==> config.mk <==
export PLATFORM = sky130hd
export DESIGN_NAME = hdr_target_engine
export DESIGN_NICKNAME = d
export VERILOG_FILES = /design/src/rtl/hdr_tgt_pkg.sv /design/src/rtl/hdr_tgt_watchdog.sv /design/src/rtl/hdr_target_engine.sv
export SDC_FILE = /design/constraint.sdc
export NUM_CORES = 1
export LEC_CHECK = 0
export BUFFER_PORTS_ARGS = -buffer_cell sky130_fd_sc_hd__buf_2
export CAP_MARGIN = 10
export CORE_AREA = 3 3 40 42
export CTS_CLUSTER_DIAMETER = 40
export DETAILED_ROUTE_END_ITERATION = 12
export DIE_AREA = 0 0 43 45
export PLACE_DENSITY = 0.56
export RECOVER_POWER = 50
export SYNTH_ARGS = -nofsm -noshare
export SYNTH_HDL_FRONTEND = slang
export SYNTH_SLANG_ARGS = --single-unit
==> constraint.sdc <==
create_clock -name i_sys_clk -period 1 [get_ports i_sys_clk]
set_input_delay 0.2 -clock i_sys_clk [delete_from_list [all_inputs] [get_ports i_sys_clk]]
set_output_delay 0.2 -clock i_sys_clk [all_outputs]
set_load 0.05 [all_outputs]
==> src/rtl/hdr_tgt_pkg.sv <==
// Shared types and constants for the I3C HDR-DDR target engine: FSM states,
// RX deserialiser modes, decision and bus-owner codes.
package hdr_tgt_pkg;

   typedef enum logic [1:0] {
      IDLE_SDR   = 2'd0,
      IDLE_HDR   = 2'd1,
      INITIALIZE = 2'd2,
      HANDLER    = 2'd3
   } state_t;

   localparam logic [3:0] INITIALIZING     = 4'b0000;
   localparam logic [3:0] PREAMBLE         = 4'b0001;
   localparam logic [3:0] CMD_WORD         = 4'b0010;
   localparam logic [3:0] DATA_WORD        = 4'b0011;
   localparam logic [3:0] CRC_WORD         = 4'b0100;
   localparam logic [3:0] PARITY           = 4'b0101;
   localparam logic [3:0] ABORT            = 4'b0110;
   localparam logic [3:0] RESTART          = 4'b0111;
   localparam logic [3:0] EXIT             = 4'b1000;
   localparam logic [3:0] SPECIAL_PREAMBLE = 4'b1001;

   localparam int unsigned NOT_ME = 0;
   localparam int unsigned ENGINE = 0;

endpackage

==> src/rtl/hdr_tgt_watchdog.sv <==
// Cycle counter that flags expiry after LIMIT cycles of i_en since the last i_clr.
// Expire is combinational from the count; the count saturates at LIMIT-1.
module hdr_tgt_watchdog #(
   parameter int LIMIT = 256
) (
   input  logic i_sys_clk,
   input  logic i_sys_rst,
   input  logic i_clr,
   input  logic i_en,
   output logic o_expire
);

   localparam int CNT_W = (LIMIT > 2) ? $clog2(LIMIT) : 1;

   logic [CNT_W-1:0] cnt;

   assign o_expire = i_en && (cnt == CNT_W'(LIMIT - 1));

   always_ff @(posedge i_sys_clk or posedge i_sys_rst) begin
      if (i_sys_rst) begin
         cnt <= '0;
      end else if (i_clr) begin
         cnt <= '0;
      end else if (i_en && !o_expire) begin
         cnt <= cnt + CNT_W'(1);
      end
   end

endmodule

==> src/rtl/hdr_target_engine.sv <==
// HDR-DDR target engine: ENTHDR entry, command decode and dispatch to NUM_HANDLERS handlers.
// Moore outputs, 1-cycle latency; optional watchdog under HDR_TGT_ENGINE_WATCHDOG_EN.
module hdr_target_engine
   import hdr_tgt_pkg::*;
#(
   parameter int NUM_HANDLERS = 2,
   parameter int TIMEOUT_CYC  = 256,
   parameter int DEC_W        = $clog2(NUM_HANDLERS + 2),
   parameter int SEL_W        = $clog2(NUM_HANDLERS + 1)
) (
   input  logic                    i_sys_clk,
   input  logic                    i_sys_rst,
   input  logic                    i_enthdr_done,
   input  logic                    i_exitdet_exit,
   input  logic                    i_rstdet_restart,
   input  logic [DEC_W-1:0]        i_rx_decision,
   input  logic                    i_rx_decision_done,
   input  logic [NUM_HANDLERS-1:0] i_handler_done,
   output logic                    o_enthdr_en,
   output logic                    o_rx_en,
   output logic [3:0]              o_rx_mode,
   output logic [NUM_HANDLERS-1:0] o_handler_en,
   output logic [SEL_W-1:0]        o_muxes,
   output logic                    o_error,
   output logic                    o_timeout
);

   localparam int IDX_W = (NUM_HANDLERS > 1) ? $clog2(NUM_HANDLERS) : 1;

   state_t           state, state_nxt;
   logic [IDX_W-1:0] act_idx, act_idx_nxt;
   logic             err_set, tmo_set, err_q;
   logic             dec_err, hdl_done, wd_expire;

   assign dec_err  = i_rx_decision > DEC_W'(NUM_HANDLERS);
   assign hdl_done = i_handler_done[act_idx];

   always_comb begin
      state_nxt   = state;
      act_idx_nxt = act_idx;
      err_set     = 1'b0;
      tmo_set     = 1'b0;
      case (state)
         IDLE_SDR: begin
            if (i_enthdr_done) state_nxt = INITIALIZE;
         end
         IDLE_HDR: begin
            if (i_exitdet_exit)        state_nxt = IDLE_SDR;
            else if (i_rstdet_restart) state_nxt = INITIALIZE;
         end
         INITIALIZE: begin
            if (i_exitdet_exit) begin
               state_nxt = IDLE_SDR;
            end else if (i_rstdet_restart) begin
               state_nxt = INITIALIZE;
            end else if (i_rx_decision_done) begin
               if (i_rx_decision == DEC_W'(NOT_ME)) begin
                  state_nxt = IDLE_HDR;
               end else if (dec_err) begin
                  state_nxt = IDLE_HDR;
                  err_set   = 1'b1;
               end else begin
                  state_nxt   = HANDLER;
                  act_idx_nxt = IDX_W'(i_rx_decision - DEC_W'(1));
               end
            end else if (wd_expire) begin
               state_nxt = IDLE_HDR;
               tmo_set   = 1'b1;
            end
         end
         HANDLER: begin
            if (i_exitdet_exit) begin
               state_nxt = IDLE_SDR;
            end else if (i_rstdet_restart) begin
               state_nxt = INITIALIZE;
            end else if (hdl_done) begin
               state_nxt = IDLE_HDR;
            end else if (wd_expire) begin
               state_nxt = IDLE_HDR;
               tmo_set   = 1'b1;
            end
         end
         default: state_nxt = IDLE_SDR;
      endcase
   end

   always_ff @(posedge i_sys_clk or posedge i_sys_rst) begin
      if (i_sys_rst) begin
         state   <= IDLE_SDR;
         act_idx <= '0;
         err_q   <= 1'b0;
      end else begin
         state   <= state_nxt;
         act_idx <= act_idx_nxt;
         err_q   <= err_set;
      end
   end

   assign o_error = err_q;

`ifdef HDR_TGT_ENGINE_WATCHDOG_EN
   logic wd_busy, wd_clr, tmo_q;

   // A restart re-entry keeps the same state but must still restart the count.
   assign wd_busy = (state == INITIALIZE) || (state == HANDLER);
   assign wd_clr  = ((state_nxt == INITIALIZE) || (state_nxt == HANDLER)) &&
                    ((state_nxt != state) || (wd_busy && !i_exitdet_exit && i_rstdet_restart));

   hdr_tgt_watchdog #(
      .LIMIT (TIMEOUT_CYC)
   ) u_watchdog (
      .i_sys_clk (i_sys_clk),
      .i_sys_rst (i_sys_rst),
      .i_clr     (wd_clr),
      .i_en      (wd_busy),
      .o_expire  (wd_expire)
   );

   always_ff @(posedge i_sys_clk or posedge i_sys_rst) begin
      if (i_sys_rst) tmo_q <= 1'b0;
      else           tmo_q <= tmo_set;
   end

   assign o_timeout = tmo_q;
`else
   assign wd_expire = 1'b0;
   // tmo_set can never rise without the watchdog, so this is constant 0.
   assign o_timeout = tmo_set;

   if (TIMEOUT_CYC < 2) begin : g_timeout_unused
   end
`endif

   always_comb begin
      o_enthdr_en  = 1'b0;
      o_rx_en      = 1'b0;
      o_rx_mode    = INITIALIZING;
      o_handler_en = '0;
      o_muxes      = SEL_W'(ENGINE);
      case (state)
         IDLE_SDR:   o_enthdr_en = 1'b1;
         INITIALIZE: o_rx_en     = 1'b1;
         HANDLER: begin
            o_handler_en[act_idx] = 1'b1;
            o_muxes               = SEL_W'(act_idx) + SEL_W'(1);
         end
         default: ;
      endcase
   end

endmodule
# After elaboration in Yosys (flattened, before gate mapping)
# Index checks and enable logic that the tools add are counted.
# totals
inputBits,10
output_inout_bits,12
word_cells,50
regBits,4
# classes
n_bitwise,4
n_eq_ne,7
n_lt_le_gt_ge,3
n_mux,26
n_reduce_logical,5
addsub,2
# ops
operator,count
2-bit two-way mux,13
1-bit two-way mux,11
"4-bit != test, second input constant",2
2-bit case mux with 4 select lines,1
6-bit AND reduction,1
"2-bit equality test, second input constant",2
2-bit logical NOT,2
1-bit NOT,4
4-bit AND reduction,1
"3-bit != test, second input constant",1
"1-bit by 1-bit adder with 2-bit output, second input constant",1
"2-bit by 1-bit equality test with 1-bit output, second input constant",1
"2-bit > comparator, second input constant",1
"1-bit by 2-bit less-than comparator with 1-bit output, second input constant",1
"2-bit != test, second input constant",1
1-bit demux with 1-bit select,1
"1-bit >= comparator, second input constant",1
1-bit logical AND,1
"1-bit subtractor, second input constant",1

# Longest topological paths before layout
# logic_depth
ltp_word,7
ltp_mapped,4

# Worst setup path after synthesis
# No wires, ideal clock.
# synth_timing
path_type,reg-to-output
startpoint,register state[0]
endpoint,output o_muxes[1]
arrival_time_ps,1580
path_stages_with_launch,5
n_path_buf,2
path_slack_ps,-780
required_ps,800
path_cell_list,dfrtp_1 buf_2 nand2_1 nor2_1 buf_4
# synth_via
elab_chain_len,2
# synth_rtl
item,line_no,text
"start, declared",hdr_target_engine.sv:30,"state_t state, state_nxt;"
"start signal, assigned",hdr_target_engine.sv:93,state <= state_nxt;
2-bit equality test,hdr_target_engine.sv:140,case (state)
2-bit two-way mux,hdr_target_engine.sv:140,
"end, declared",hdr_target_engine.sv:23,"output logic [SEL_W-1:0] o_muxes,"
# Every way passes these cells.

# Final worst setup path
# layout_timing
startpoint,register state[0]
endpoint,output o_enthdr_en
# layout_via
elab_chain_len,2
# layout_rtl
item,line_no,text
2-bit logical NOT,hdr_target_engine.sv:140,
1-bit two-way mux,hdr_target_engine.sv:140,
"end, declared",hdr_target_engine.sv:19,"output logic o_enthdr_en,"
# Every way passes these cells.

==> PnR_summary.wiki <==
{| class="wikitable"
! Metric !! Value
|-
| Worst hold margin || around 0.19 ns
|-
| Synthesized cell area || ~340 µm²
|-
| Share of final-layout standard cells stronger than drive strength 1 || a little over two thirds
|-
| Longest Clk Path Bufs || 2
|-
| Path type of the worst min-delay path || primary input to register
|-
| Terminus of the critical flop-to-flop path || act_idx$_DFFE_PP0P_
|-
| Switching power || between 600 and 700 µW
|-
| Share of power burned in registers || about a fifth
|-
| Gr ovfl total || 0
|-
| Most instantiated library cell after synthesis || buf_4
|-
| Finish-stage setup viols || 8
|-
| Peak clock frequency supported by timing || about 0.8 GHz
|-
| Number of antenna violations at the first check in global routing || 0
|-
| Arrival time reported for the critical path endpoint || approximately 1.1 ns
|-
| Most area-consuming cells after synthesis || dfrtp_1 29%, buf_4 15%, nor2_1 6.6%, mux2i_1 5.9%, nor4b_2 4.4%
|-
| Crit-path most repeated cell || buf_6
|-
| Most used DFF post-synth || dfrtp_1
|-
| Count of unique library cells instantiated by Yosys || 22
|-
| Die height || 45 µm
|-
| Number of design rule violations left after detail routing || 0
|-
| TritonCTS clock tree || yes
|-
| Peak ir drop on the vdd network || slightly below 800 µV
|-
| Violations in the final reports || setup timing
|-
| Antenna Cells || 0
|-
| Filler instances || approximately 120
|-
| Instance area after placement || ~470 µm²
|-
| Final design instance area without fill || around 650 µm²
|-
| Sum of internal, switching and leakage power || between 1500 and 2000 µW
|-
| Design internal power || a little over 800 µW
|-
| Cell accounting for the most synthesized area || dfrtp_1
|-
| Fraction of power spent switching nets || 45.03%
|-
| Synth top cells by count || 7 x buf_4, 6 x nor2_1, 4 x dfrtp_1, 3 x inv_1
|-
| Number of synthesized flops with an enable pin || 0
|-
| Worst Setup Slack, final || -0.2540 ns
|-
| Core Util, Final || ~51%
|-
| Combinational Power Share || roughly two thirds
|-
| Clock root cell || clkbuf_4
|-
| Endpoint with the worst hold slack || state[0]$_DFFE_PP0P_
|-
| Largest net degree at the start of global routing || 6
|-
| Wirelength per Cell || ~11 µm
|-
| Static leakage || 0.0003261 µW
|-
| DRC violation total after the first TritonRoute iteration || 3
|-
| Number of warnings printed during yosys synthesis || 0
|-
| Routed Wire Length || roughly 950 µm
|-
| GRT Overall Usage || a little over a tenth
|-
| Worst EP required || ~0.80 ns
|-
| Area overhead of the layout relative to synthesis || 90.11%
|-
| Maximum single-stage delay on the critical path || about 0.45 ns
|-
| Dpl hpwl || 620.1 µm
|-
| Asr flop ratio synth || 100.0%
|-
| Clock latency of the later-clocked register in the worst-skew pair || around 0.24 ns
|-
| Final nets || 81
|-
| Number of placement rows || 13
|-
| Portion of the clock cycle consumed by the worst path in the final layout || 125.4%
|-
| Number of nets with antenna violations after detailed routing || 0
|-
| Kind of capture point of the worst setup path || output port
|-
| DR vias || approximately 370
|-
| CTS sink cnt || 4
|-
| Critical-path cell list || buf_6 > nor2_4 > buf_6
|-
| Number of optimization iterations in the first detailed-route pass || 4
|-
| Master of the slowest instance on the critical path || dfrtp_2
|-
| Number of buffers inserted during clock tree synthesis || 3
|-
| Max-Cap Viols || 0
|-
| Worst min-delay path startpoint || i_rstdet_restart
|-
| Number of buffer and inverter instances along the worst setup path || 2
|-
| Post-synthesis sequential element count || 4
|-
| Sequential fraction of the synthesis area || between 20 and 30%
|-
| Maximum fanout along the worst path || 5
|-
| Post-route clock skew || roughly 0.0036 ns
|-
| Die span in x || 43 µm
|-
| Setup repair after global routing missed its margin || true
|-
| Die Area || between 1500 and 2000 µm²
|-
| Number of ports placed on the die boundary || 22
|-
| Maximum level of the CTS H-tree || 1
|-
| Number of hold violations in the final report || 0
|-
| Synth top area share || roughly 29%
|-
| Setup slack, reg-to-reg || -0.19 ns
|-
| Via density per instance || 4.410
|-
| Reg-to-reg critical path startpoint || state[0]$_DFFE_PP0P_
|-
| P per Cell Area || approximately 2300 nW/µm²
|-
| Post-Place Setup Slack || -0.1496 ns
|-
| Global placement routability congestion || 0.7555
|-
| Initial cell density of the core || a little over a quarter
|-
| Period minus WS final || 1.254 ns
|-
| Number of pins exceeding their max-slew limit in the final report || 0
|-
| Vias in the first global route || approximately 380
|-
| Run status || complete, but fails checks
|-
| Cell count after synthesis || between 40 and 50
|-
| Register-to-Register Path Depth || 5
|-
| Path type of the worst setup path || register to output port
|-
| Startpoint Class || register
|-
| Number of buffers added on ports || 16
|-
| Crit path max-delay family || flip-flops
|-
| Synth Area per Inst || approximately 8.3 µm²
|-
| Wire length of the first global-routing pass || about 1.5 mm
|-
| Core Region || 1285 µm²
|-
| CTS clock-pin slew for the worst setup and hold paths || 0.04 ns
|-
| Clock power share || a little over an eighth
|-
| Number of cells traversed by the worst hold path || 2
|}
==> kinds of logic (layout without fill, tap and decap cells) <==
group	count (synthesis)	count (layout)	synth area share [%]
multiplexers	2	2	5.861
flip-flops	4	4	29.31
AO/OA/AOI/OAI	7	7	13.92
buffers and inverters	12	35	23.44
AND/OR/NAND/NOR	14	14	22.71
adder cells (fa/ha/maj)	1	1	3.662
other	1	5	1.098
==> routing by layer <==
layer	global-route usage (%)	part of all wire [%]
met4	9.036	0.74
met3	3.187	11
met2	15.87	48
met1	12.11	40
met5	0	0
==> worst max path at each step <==
| stage | from | to | slack [ns] | cells after the start |
|---|---|---|---|---|
| after floorplan | state[0]$_DFFE_PP0P_ | o_muxes[0] | -0.26 | 4 |
| after global placement | state[0]$_DFFE_PP0P_ | o_rx_en | -0.14 | 3 |
| after detailed placement | state[1]$_DFFE_PP0P_ | o_handler_en[0] | -0.15 | 3 |
| after CTS | state[0]$_DFFE_PP0P_ | o_rx_en | -0.26 | 3 |
| after global routing | state[0]$_DFFE_PP0P_ | o_rx_en | -0.28 | 3 |
| final | state[0]$_DFFE_PP0P_ | o_enthdr_en | -0.25 | 3 |
==> stage by stage <==
step,cells,setup TNS (ns)
2_1_floorplan,45,-0.8649
3_3_place_gp,74,-1.026
3_5_place_dp,74,-1.094
4_1_cts,82,-1.738
5_1_grt,83,-2.115
6_report,83,-1.764
==> final cells by class <==
type / count / area [µm²] / share of cell area (%)
Sequential cell: 4 / 103.9 / 15.99
Timing Repair Buffer: 29 / 246.5 / 37.96
Inverter: 3 / 11.26 / 1.734
Tap cell: 15 / 18.77 / 2.890
Multi-Input combinational cell: 29 / 246.5 / 37.96
Clock buffer: 3 / 22.52 / 3.468
==> flip-flops by register name (all words and copies together) (netlist names) <==
name / cells
act_idx: 1
state: 2
o_error: 1
==> power by group through the flow <==
stage / registers, µW / logic, µW / clock network [µW]
after detailed placement: 298 / 663 / 0
after global placement: 296 / 660 / 0
after floorplan: 251 / 569 / 0
after CTS: 296 / 876 / 216
final: 304 / 994 / 206
after global routing: 313 / 1060 / 213
==> repair_timing <==
action / 4_1_cts / 5_1_grt
setup buffers: 4 / 1
setup endpoints to repair: 9 / 10
cloned: 0 / 0
hold endpoints to repair: 4 / 0
pin swaps: 5 / 3
hold buffers: 1 / 0
resized for setup: 22 / 12
==> cell usage in the layout (no fill, tap or decap) <==
cell type / instances
nor4b_2: 1
nand4_1: 1
nand3_2: 1
nor2b_4: 1
nor3b_2: 1
inv_1: 2
dlygate4sd3_1: 1
mux2i_1: 2
nor3_1: 1
clkbuf_4: 3
dfrtp_2: 3
inv_2: 1
a21oi_2: 2
buf_2: 9
a21o_1: 1
conb_1: 5
nor2_4: 5
dfrtp_1: 1
ha_1: 1
buf_4: 7
a32oi_1: 1
nor2_2: 1
buf_8: 1
nor2_1: 1
a31oi_1: 1
o21bai_1: 2
nand2_4: 1
buf_6: 11
(Power assumes the default switching activity.)
